File: config.mk
export PLATFORM = sky130hd
export DESIGN_NAME = stream_demux_flat
export DESIGN_NICKNAME = d
export VERILOG_FILES = /design/src/rtl/stream_demux_pkg.sv /design/src/rtl/stream_demux_if.sv /design/src/rtl/stream_demux_slot.sv /design/src/rtl/stream_demux.sv /design/src/flat_wrapper.sv
export SDC_FILE = /design/constraint.sdc
export NUM_CORES = 1
export LEC_CHECK = 0
export ABC_AREA = 1
export BUFFER_PORTS_ARGS = -buffer_cell sky130_fd_sc_hd__buf_4
export CAP_MARGIN = 30
export CORE_AREA = 2 2 86 72
export DETAILED_ROUTE_END_ITERATION = 8
export DIE_AREA = 0 0 88 74
export REMOVE_ABC_BUFFERS = 1
export SLEW_MARGIN = 5
export SYNTH_ARGS = -nofsm -noshare
export SYNTH_HDL_FRONTEND = slang
export SYNTH_SLANG_ARGS = --single-unit
File: constraint.sdc
create_clock -name clk -period 2.7 [get_ports clk]
set_input_delay 0.135 -clock clk [delete_from_list [all_inputs] [get_ports clk]]
set_output_delay 0.135 -clock clk [all_outputs]
set_load 0.01 [all_outputs]
File: src/rtl/stream_demux_pkg.sv
// stream_demux_pkg: shared types, limits and configuration checks for stream_demux
// Contents: slot_state_e (EMPTY/FULL), DEMUX_MAX_CH, clog2(), cfg_ok()
package stream_demux_pkg;

    localparam int DEMUX_MAX_CH = 64;

    typedef enum logic {EMPTY, FULL} slot_state_e;

    function automatic int clog2(input int n);
        int r = 0;
        while ((1 << r) < n) r++;
        return r;
    endfunction

    function automatic bit cfg_ok(input int num_ch, input int sel_w, input int cnt_w);
        return num_ch >= 2 && num_ch <= DEMUX_MAX_CH && sel_w >= clog2(num_ch) && cnt_w >= 1;
    endfunction

endpackage

File: src/rtl/stream_demux_if.sv
// stream_demux_if: producer-side and consumer-side stream signals of the demux
// Ports (signals): in_valid/in_ready/in_data/in_sel (producer), out_valid/out_ready/out_data (NUM_CH consumers)
// Modports: slave = the demux itself, master = the environment driving it
interface stream_demux_if #(
    parameter int DATA_W = 8,
    parameter int NUM_CH = 4,
    parameter int SEL_W  = 2
);
    logic                     in_valid;
    logic                     in_ready;
    logic [DATA_W-1:0]        in_data;
    logic [SEL_W-1:0]         in_sel;
    logic [NUM_CH-1:0]        out_valid;
    logic [NUM_CH-1:0]        out_ready;
    logic [NUM_CH*DATA_W-1:0] out_data;

    modport slave (
        input  in_valid, in_data, in_sel, out_ready,
        output in_ready, out_valid, out_data
    );

    modport master (
        output in_valid, in_data, in_sel, out_ready,
        input  in_ready, out_valid, out_data
    );
endinterface

File: src/rtl/stream_demux_slot.sv
// demux_slot: one-beat holding register with an EMPTY/FULL state machine
// Ports: clk, rst (sync, active-high), load/load_data (write a beat),
//        out_valid/out_ready/out_data (consumer handshake)
module demux_slot import stream_demux_pkg::*; #(
    parameter int DATA_W = 8
) (
    input  logic              clk,
    input  logic              rst,
    input  logic              load,
    input  logic [DATA_W-1:0] load_data,
    output logic              out_valid,
    input  logic              out_ready,
    output logic [DATA_W-1:0] out_data
);
    slot_state_e       state_q, state_d;
    logic [DATA_W-1:0] data_q, data_d;

    // A load always wins: it either fills an empty slot or replaces a beat draining this cycle.
    always_comb begin
        state_d = load ? FULL : (out_ready ? EMPTY : state_q);
        data_d  = load ? load_data : data_q;
    end

    always_ff @(posedge clk) begin
        if (rst) begin
            state_q <= EMPTY;
            data_q  <= '0;
        end else begin
            state_q <= state_d;
            data_q  <= data_d;
        end
    end

    assign out_valid = state_q == FULL;
    assign out_data  = data_q;
endmodule

File: src/rtl/stream_demux.sv
// stream_demux: registered 1-to-NUM_CH valid/ready stream demultiplexer
// Ports: clk, rst (sync, active-high), bus (stream_demux_if.slave),
//        sel_err (one-cycle pulse after an out-of-range beat is dropped),
//        ch_count (per-channel drained-beat counters, only with STREAM_DEMUX_CNT_EN)
// Build option: define STREAM_DEMUX_CNT_EN to add the ch_count counters.
module stream_demux import stream_demux_pkg::*; #(
    parameter int DATA_W = 8,
    parameter int NUM_CH = 4,
    parameter int SEL_W  = 2,
    parameter int CNT_W  = 16
) (
    input  logic                     clk,
    input  logic                     rst,
    stream_demux_if.slave            bus,
    output logic                     sel_err
`ifdef STREAM_DEMUX_CNT_EN
    ,
    output logic [NUM_CH*CNT_W-1:0]  ch_count
`endif
);
    if (!cfg_ok(NUM_CH, SEL_W, CNT_W)) begin : g_bad_cfg
        $fatal(1, "stream_demux: invalid NUM_CH/SEL_W/CNT_W combination");
    end

    logic [NUM_CH-1:0]        hit, load, valid_w;
    logic [NUM_CH*DATA_W-1:0] data_w;
    logic                     in_range, in_ready, fire;
    logic                     sel_err_q, sel_err_d;

    // One-hot decode of in_sel; no hit means out-of-range, which is always accepted and dropped.
    always_comb begin
        for (int k = 0; k < NUM_CH; k++) hit[k] = 32'(bus.in_sel) == k;
        in_range  = |hit;
        in_ready  = !(|(hit & valid_w & ~bus.out_ready));
        fire      = bus.in_valid & in_ready;
        load      = hit & {NUM_CH{fire}};
        sel_err_d = fire & !in_range;
    end

    always_ff @(posedge clk) begin
        if (rst) sel_err_q <= 1'b0;
        else     sel_err_q <= sel_err_d;
    end

    for (genvar k = 0; k < NUM_CH; k++) begin : g_slot
        demux_slot #(.DATA_W(DATA_W)) u_slot (
            .clk      (clk),
            .rst      (rst),
            .load     (load[k]),
            .load_data(bus.in_data),
            .out_valid(valid_w[k]),
            .out_ready(bus.out_ready[k]),
            .out_data (data_w[k*DATA_W +: DATA_W])
        );
    end

    assign bus.in_ready  = in_ready;
    assign bus.out_valid = valid_w;
    assign bus.out_data  = data_w;
    assign sel_err       = sel_err_q;

`ifdef STREAM_DEMUX_CNT_EN
    logic [NUM_CH-1:0][CNT_W-1:0] cnt_q, cnt_d;

    always_comb begin
        for (int k = 0; k < NUM_CH; k++) cnt_d[k] = cnt_q[k] + CNT_W'(valid_w[k] & bus.out_ready[k]);
    end

    always_ff @(posedge clk) begin
        if (rst) cnt_q <= '0;
        else     cnt_q <= cnt_d;
    end

    assign ch_count = cnt_q;
`endif
endmodule

File: src/flat_wrapper.sv
// flat-port wrapper written by rule: the top's interface ports become plain ports
module stream_demux_flat import stream_demux_pkg::*;
#(
    parameter int DATA_W = 8,
    parameter int NUM_CH = 4,
    parameter int SEL_W  = 2,
    parameter int CNT_W  = 16
)
  (clk, rst, sel_err, bus_in_valid, bus_in_data, bus_in_sel, bus_out_ready, bus_in_ready, bus_out_valid, bus_out_data);
  stream_demux_if #(.DATA_W(DATA_W), .NUM_CH(NUM_CH), .SEL_W(SEL_W)) bus_i ();
  input  logic clk;
  input  logic rst;
  output logic sel_err;
  input wire logic [$bits(bus_i.in_valid)-1:0] bus_in_valid;
  input wire logic [$bits(bus_i.in_data)-1:0] bus_in_data;
  input wire logic [$bits(bus_i.in_sel)-1:0] bus_in_sel;
  input wire logic [$bits(bus_i.out_ready)-1:0] bus_out_ready;
  output wire logic [$bits(bus_i.in_ready)-1:0] bus_in_ready;
  output wire logic [$bits(bus_i.out_valid)-1:0] bus_out_valid;
  output wire logic [$bits(bus_i.out_data)-1:0] bus_out_data;
  assign bus_i.in_valid = bus_in_valid;
  assign bus_i.in_data = bus_in_data;
  assign bus_i.in_sel = bus_in_sel;
  assign bus_i.out_ready = bus_out_ready;
  assign bus_in_ready = bus_i.in_ready;
  assign bus_out_valid = bus_i.out_valid;
  assign bus_out_data = bus_i.out_data;
  stream_demux #(.DATA_W(DATA_W), .NUM_CH(NUM_CH), .SEL_W(SEL_W), .CNT_W(CNT_W)) u_core (.clk(clk), .rst(rst), .bus(bus_i), .sel_err(sel_err));
endmodule
# After elaboration in Yosys (flattened, before gate mapping)
# Cells that the tools add are included.
# W data, S select, Z words.
dict set report word_totals {
  in_bits 17
  output_inout_bits 38
  wordCells 35
  register_bits 37
}
dict set report classes {
  reduce_logical 9
  mux 8
  bitwise 6
  n_eq_ne 3
}
# operator n
set ops {}
lappend ops {{$and A4 B4 Y4} 3}
lappend ops {{$mux W1} 8}
lappend ops {{$reduce_bool A2 Y1} 4}
lappend ops {{$reduce_or A4 Y1} 2}
lappend ops {{$eq A2 B2 Y1 const B} 2}
lappend ops {{$not A4 Y4} 1}
lappend ops {{$and A1 B1 Y1} 2}
lappend ops {{$eq A2 B1 Y1 const B} 1}
lappend ops {{$logic_not A1 Y1} 2}
lappend ops {{$logic_not A2 Y1} 1}

# Longest topological paths before layout
dict set report logic_depth {
  ltp_word 8
  mapped_depth 9
  mapped_depth_nobuf 9
}

# Modules after synthesis
# A second synthesis with hierarchy kept.
dict set report unflattened {
  cells_unflattened 180
  area_unflattened_um2 1353.8
}
# module cells_per_inst n_inst seq_area_each_um2 area_per_inst_um2
set by_module_without_submodules {}
lappend by_module_without_submodules {demux_slot 38 4 180.2 304.0}
lappend by_module_without_submodules {stream_demux 28 1 20.0 137.6}

# Least setup slack after synthesis
# OpenSTA, ideal clock, no wires.
dict set report synth_path {
  kind {reg-to-reg}
  start {reg u_core.g_slot[1].u_slot.state_q}
  end {reg u_core.g_slot[0].u_slot.data_q[1]}
  path_slack_ns 1.483
  path_buffers 1
  required_time_ns 2.590
  arrival_time_ns 1.107
  stages_incl_launch_ff 10
  setup_time_ns 0.110
  period_less_slack_ns 1.217
  cell_sequence {dfxtp_1 > inv_1 > nor2_1 > nand2_1 > nand2_1 > nor2_4 > clkbuf_8 > nand4_1 > nand2_1 > nor2_1}
}
dict set report synth_via {
  elab_chain_cells 6
}
# element line
set synth_lines {}
lappend synth_lines {{start: declaration} stream_demux_slot.sv:15} ;# slot_state_e state_q, state_d;
lappend synth_lines {{start signal: assignment} stream_demux_slot.sv:29} ;# state_q <= state_d;
lappend synth_lines {{$and A4 B4 Y4 (2 in series)} stream_demux.sv:34} ;# in_ready = !(|(hit & valid_w & ~bus.out_ready));
lappend synth_lines {{$reduce_or A4 Y1} stream_demux.sv:34}
lappend synth_lines {{$logic_not A1 Y1} stream_demux.sv:34}
lappend synth_lines {{named net bus_in_ready} flat_wrapper.sv:18} ;# output wire logic [$bits(bus_i.in_ready)-1:0] bus_in_ready;
lappend synth_lines {{$and A1 B1 Y1} stream_demux.sv:35} ;# fire = bus.in_valid & in_ready;
lappend synth_lines {{$and A4 B4 Y4} stream_demux.sv:36} ;# load = hit & {NUM_CH{fire}};
lappend synth_lines {{end signal: assignment} stream_demux_slot.sv:30} ;# data_q <= data_d;
lappend synth_lines {{end: declaration} stream_demux_slot.sv:16} ;# logic [DATA_W-1:0] data_q, data_d;
# The timed path passes the listed nets, and every way through them passes these cells.
# A chain may end at the register's enable or synchronous reset.

# Worst setup path in the final report
dict set report layout_path {
  start {reg u_core.g_slot[0].u_slot.state_q}
  end {out bus_in_ready}
}
dict set report layout_via {
  elab_chain_cells 4
}
# element line
set layout_lines {}
lappend layout_lines {{start: declaration} stream_demux_slot.sv:15}
lappend layout_lines {{start signal: assignment} stream_demux_slot.sv:29}
lappend layout_lines {{$and A4 B4 Y4 (2 in series)} stream_demux.sv:34}
lappend layout_lines {{$reduce_or A4 Y1} stream_demux.sv:34}
lappend layout_lines {{$logic_not A1 Y1} stream_demux.sv:34}
lappend layout_lines {{end: declaration} flat_wrapper.sv:18}
# Every way passes these cells.

==> results summary <==
The worst setup skew after layout came out at 0.00584 ns. The register bit total from synthesis is 37. The region available for standard cell placement spans 5660 µm². The global-route wire length before repair is 6.82 mm.

The starting utilization of the core area came out at 33.1%. For the worst-skew pair, the clock arrives at the later sink with an insertion delay of 0.29 ns. The clock buffer count from CTS is 5. The max-capacitance violation count came out at 0. Of the synthesized area, sequential elements account for 39.6%.

In this run the most critical hold path is launched from rst. The total DRC errors in the routed layout came out at 0. The Yosys warning count came out at 0. The number of global-route vias before repair came out at 1,514. The flow ran to the end, and the final reports show no timing, DRC or antenna violations. For this block, wires on met1 add up to 2.14 mm. The number of inserted filler cells in the final layout is 604.

The met3 layer wire length in the routed design is 277 µm. The required time of the worst setup path is 2.57 ns. Global routing consumed, over all layers together, 13.8% of the routing resources. The fmax came out at 537 MHz. Traced cell by cell, the critical path runs through inv_1, nor2_1, nand2_1, nand2_1, nor2_4, buf_4, buf_4. The synthesized instance count came out at 287. TritonCTS built the clock tree. The post-synthesis cell type count came out at 16. The number of antenna violations at the first check in global routing is 0. The via total after detailed routing came out at 1,689. The cell family contributing the most delay on the critical path is simple AND/OR/NAND/NOR gates. The final hold violation count came out at 0. The type of element capturing the critical path is an output pin.

The reported leakage power is 0.00126 µW. The cell area after synthesis came out at 1870 µm². The worst setup path is launched from a flop.

Hold repair after CTS inserted 0 buffers. Setup repair after global routing left no endpoint under its margin. After detailed routing, the number of vias per cell comes to 4.06.

The maximum number of pins on one net before global-route repair came out at 37. The maximum VDD drop is 207 µV. The worst relative slew slack is 42.0%. In the final timing run, aggregate negative setup slack is 0 ns. After detailed routing, the average wire length per cell comes to 10.3 µm. The logic depth of the worst setup path including buffers came out at 7. The sequential cell area in the final layout is 741 µm². The sum of routed wire length over all layers came out at 4.28 mm. For this design the ratio of total power to cell area is 504 nW/µm². At the end of routability-driven placement, the weighted congestion stood at 0.774. The number of antenna diodes came out at 0. For this design, the slowest cell found on the critical path is nor2_4. Row generation in the floorplan step produced 25 rows. The worst setup path startpoint is u_core.g_slot[0].u_slot.out_valid.

The final critical path takes up 68.9% of the cycle. The total count of max-transition violations in the final report came to 0. The count of buffers from port buffering came out at 54. The shortest period the worst path allows is 1.86 ns. For the pin with the worst max-slew slack, the measured transition is 0.870 ns.

The logic depth of the worst register-to-register path came out at 9. From synthesis to final layout, the design area changed by 25.7%. The average cell area after synthesis is 6.52 µm². The global route total overflow came out at 0. Summed over all nets, the half-perimeter wirelength after detailed placement is 3.10 mm. The type of the worst min-delay path is input pin to flop. The data arrival at the endpoint of the critical path came out at 1.73 ns. In this run the top signal layer used is met4. The root buffer cell chosen for the clock tree is clkbuf_8. By area the synthesized netlist is led by dfxtp_1 (40%), inv_1 (17%), nand2_1 (14%), nand4_1 (11%), nor2_1 (7.2%). The share of the core filled with cells in the final layout came out at 41.5%. The routed length on met2 came out at 1.80 mm. The total I/O pin count is 55. The slack of the worst reg-to-reg path is 1.03 ns. The H-tree depth is 2. The post-route netlist has 20.9% of its cells at a drive strength greater than 1. The maximum number of buffers from clock root to sink came out at 2. The largest stage delay on the critical path came out at 0.48 ns. The classification of the worst setup path is flop to output pin.

The detailed-router iteration count before antenna repair is 4. The die area came out at 6510 µm². The worst hold path was traced through 2 stages. Setup violations remaining at the end of the flow were counted as 0. The top cell type by total area after synthesis is dfxtp_1. The number of resized instances in the post-cts repair step is 0. The number of nets in the layout is 352. The floorplan die width is 88 µm.

The clock transition at the register clock pins on the worst setup and hold paths after CTS came out at 0.07 ns. The die is 74 µm tall. The critical path contains buffers and inverters numbering 3 combined. The fraction of synthesized cell area taken by the top area cell type is 39.6%. The most common library cell in the layout ignoring fill and taps is inv_1.

The post-route antenna net violation count came out at 0. In the layout the commonest cells are inv_1 (83), nand2_1 (71), buf_4 (55). After the first detailed-routing iteration, the DRC count stood at 101.

The number of sinks on the clock net is 37. The worst register-to-register path begins at u_core.g_slot[0].u_slot.out_valid. Of all nets on the critical path, the largest fanout is 27. Post-CTS timing repair inserted 0 buffers for setup. The total area of multi-input combinational cells is 696 µm².
==> through the flow <==
stage	power, µW	setup slack [ns]	area [µm²]	hold slack [ns]	std cells
final	1190	0.839	2350	0.0593	416
after global routing	1260	0.673	2350	0.0493	416
after CTS	1200	0.824	2350	0.0479	416
after detailed placement	812	0.969	2270	0.363	409
after global placement	810	1.05	2270	0.359	409
after floorplan	713	1.11	1750	0.204	273
==> final cells by class <==
class	count	area share (%)
inverters	84	13.4
multi-input cells	152	29.6
flip-flops and latches	37	31.5
repair buffers	55	17.6
well taps	81	4.31
clock buffers	7	3.67
==> routing by layer <==
layer  up-vias  GRT usage [%]
li1        937              -
met1       702           18.8
met2        45           20.5
met3         5           4.11
met4         0           5.64
met5         -              0
==> logic make-up after synthesis <==
kind of cell           Yosys count  synth area share [%]
AND/OR/NAND/NOR                147                  35.9
buffers and inverters           98                  23.3
other                            1                 0.200
AO/OA/AOI/OAI                    4                  1.07
flip-flops                      37                  39.6
==> cells in the mapped netlist, drive strengths merged <==
master	count
inv	84
clkbuf	6
a21oi	4
conb	1
nor2	40
buf	8
nand4	32
nand3	4
dfxtp	37
nand2	71
==> path summary, 6_finish.rpt <==
| check | to |
|---|---|
| worst max-delay path | bus_in_ready |
| worst min-delay path | u_core.g_slot[1].u_slot.out_valid |
| worst max register to register | u_core.g_slot[0].u_slot.out_data[3] |
| worst min register to register | u_core.g_slot[3].u_slot.out_data[7] |
==> sequential cells by signal, indices dropped and copies added (netlist names) <==
| signal | count |
|---|---|
| u_core.g_slot.u_slot.out_data | 32 |
| u_core.g_slot.u_slot.out_valid | 4 |
| u_core.sel_err | 1 |
==> power by group <==
part | switching, µW | internal (µW) | total (µW)
Sequential | 14.4 | 575 | 590
Combinational | 119 | 89.3 | 208
Clock | 186 | 202 | 388
==> worst reg2reg max path, stage by stage (launching register included) <==
cell and delay [ns]:
dfxtp_1 0.31, inv_1 0.05, nor2_1 0.05, nand2_1 0.06, nand2_1 0.08, nor2_4 0.48, nand3_2 0.32, nand2_1 0.13
inv_1 0.04, nor2_1 0.10
No activity file was read; power rests on OpenSTA's default activity.
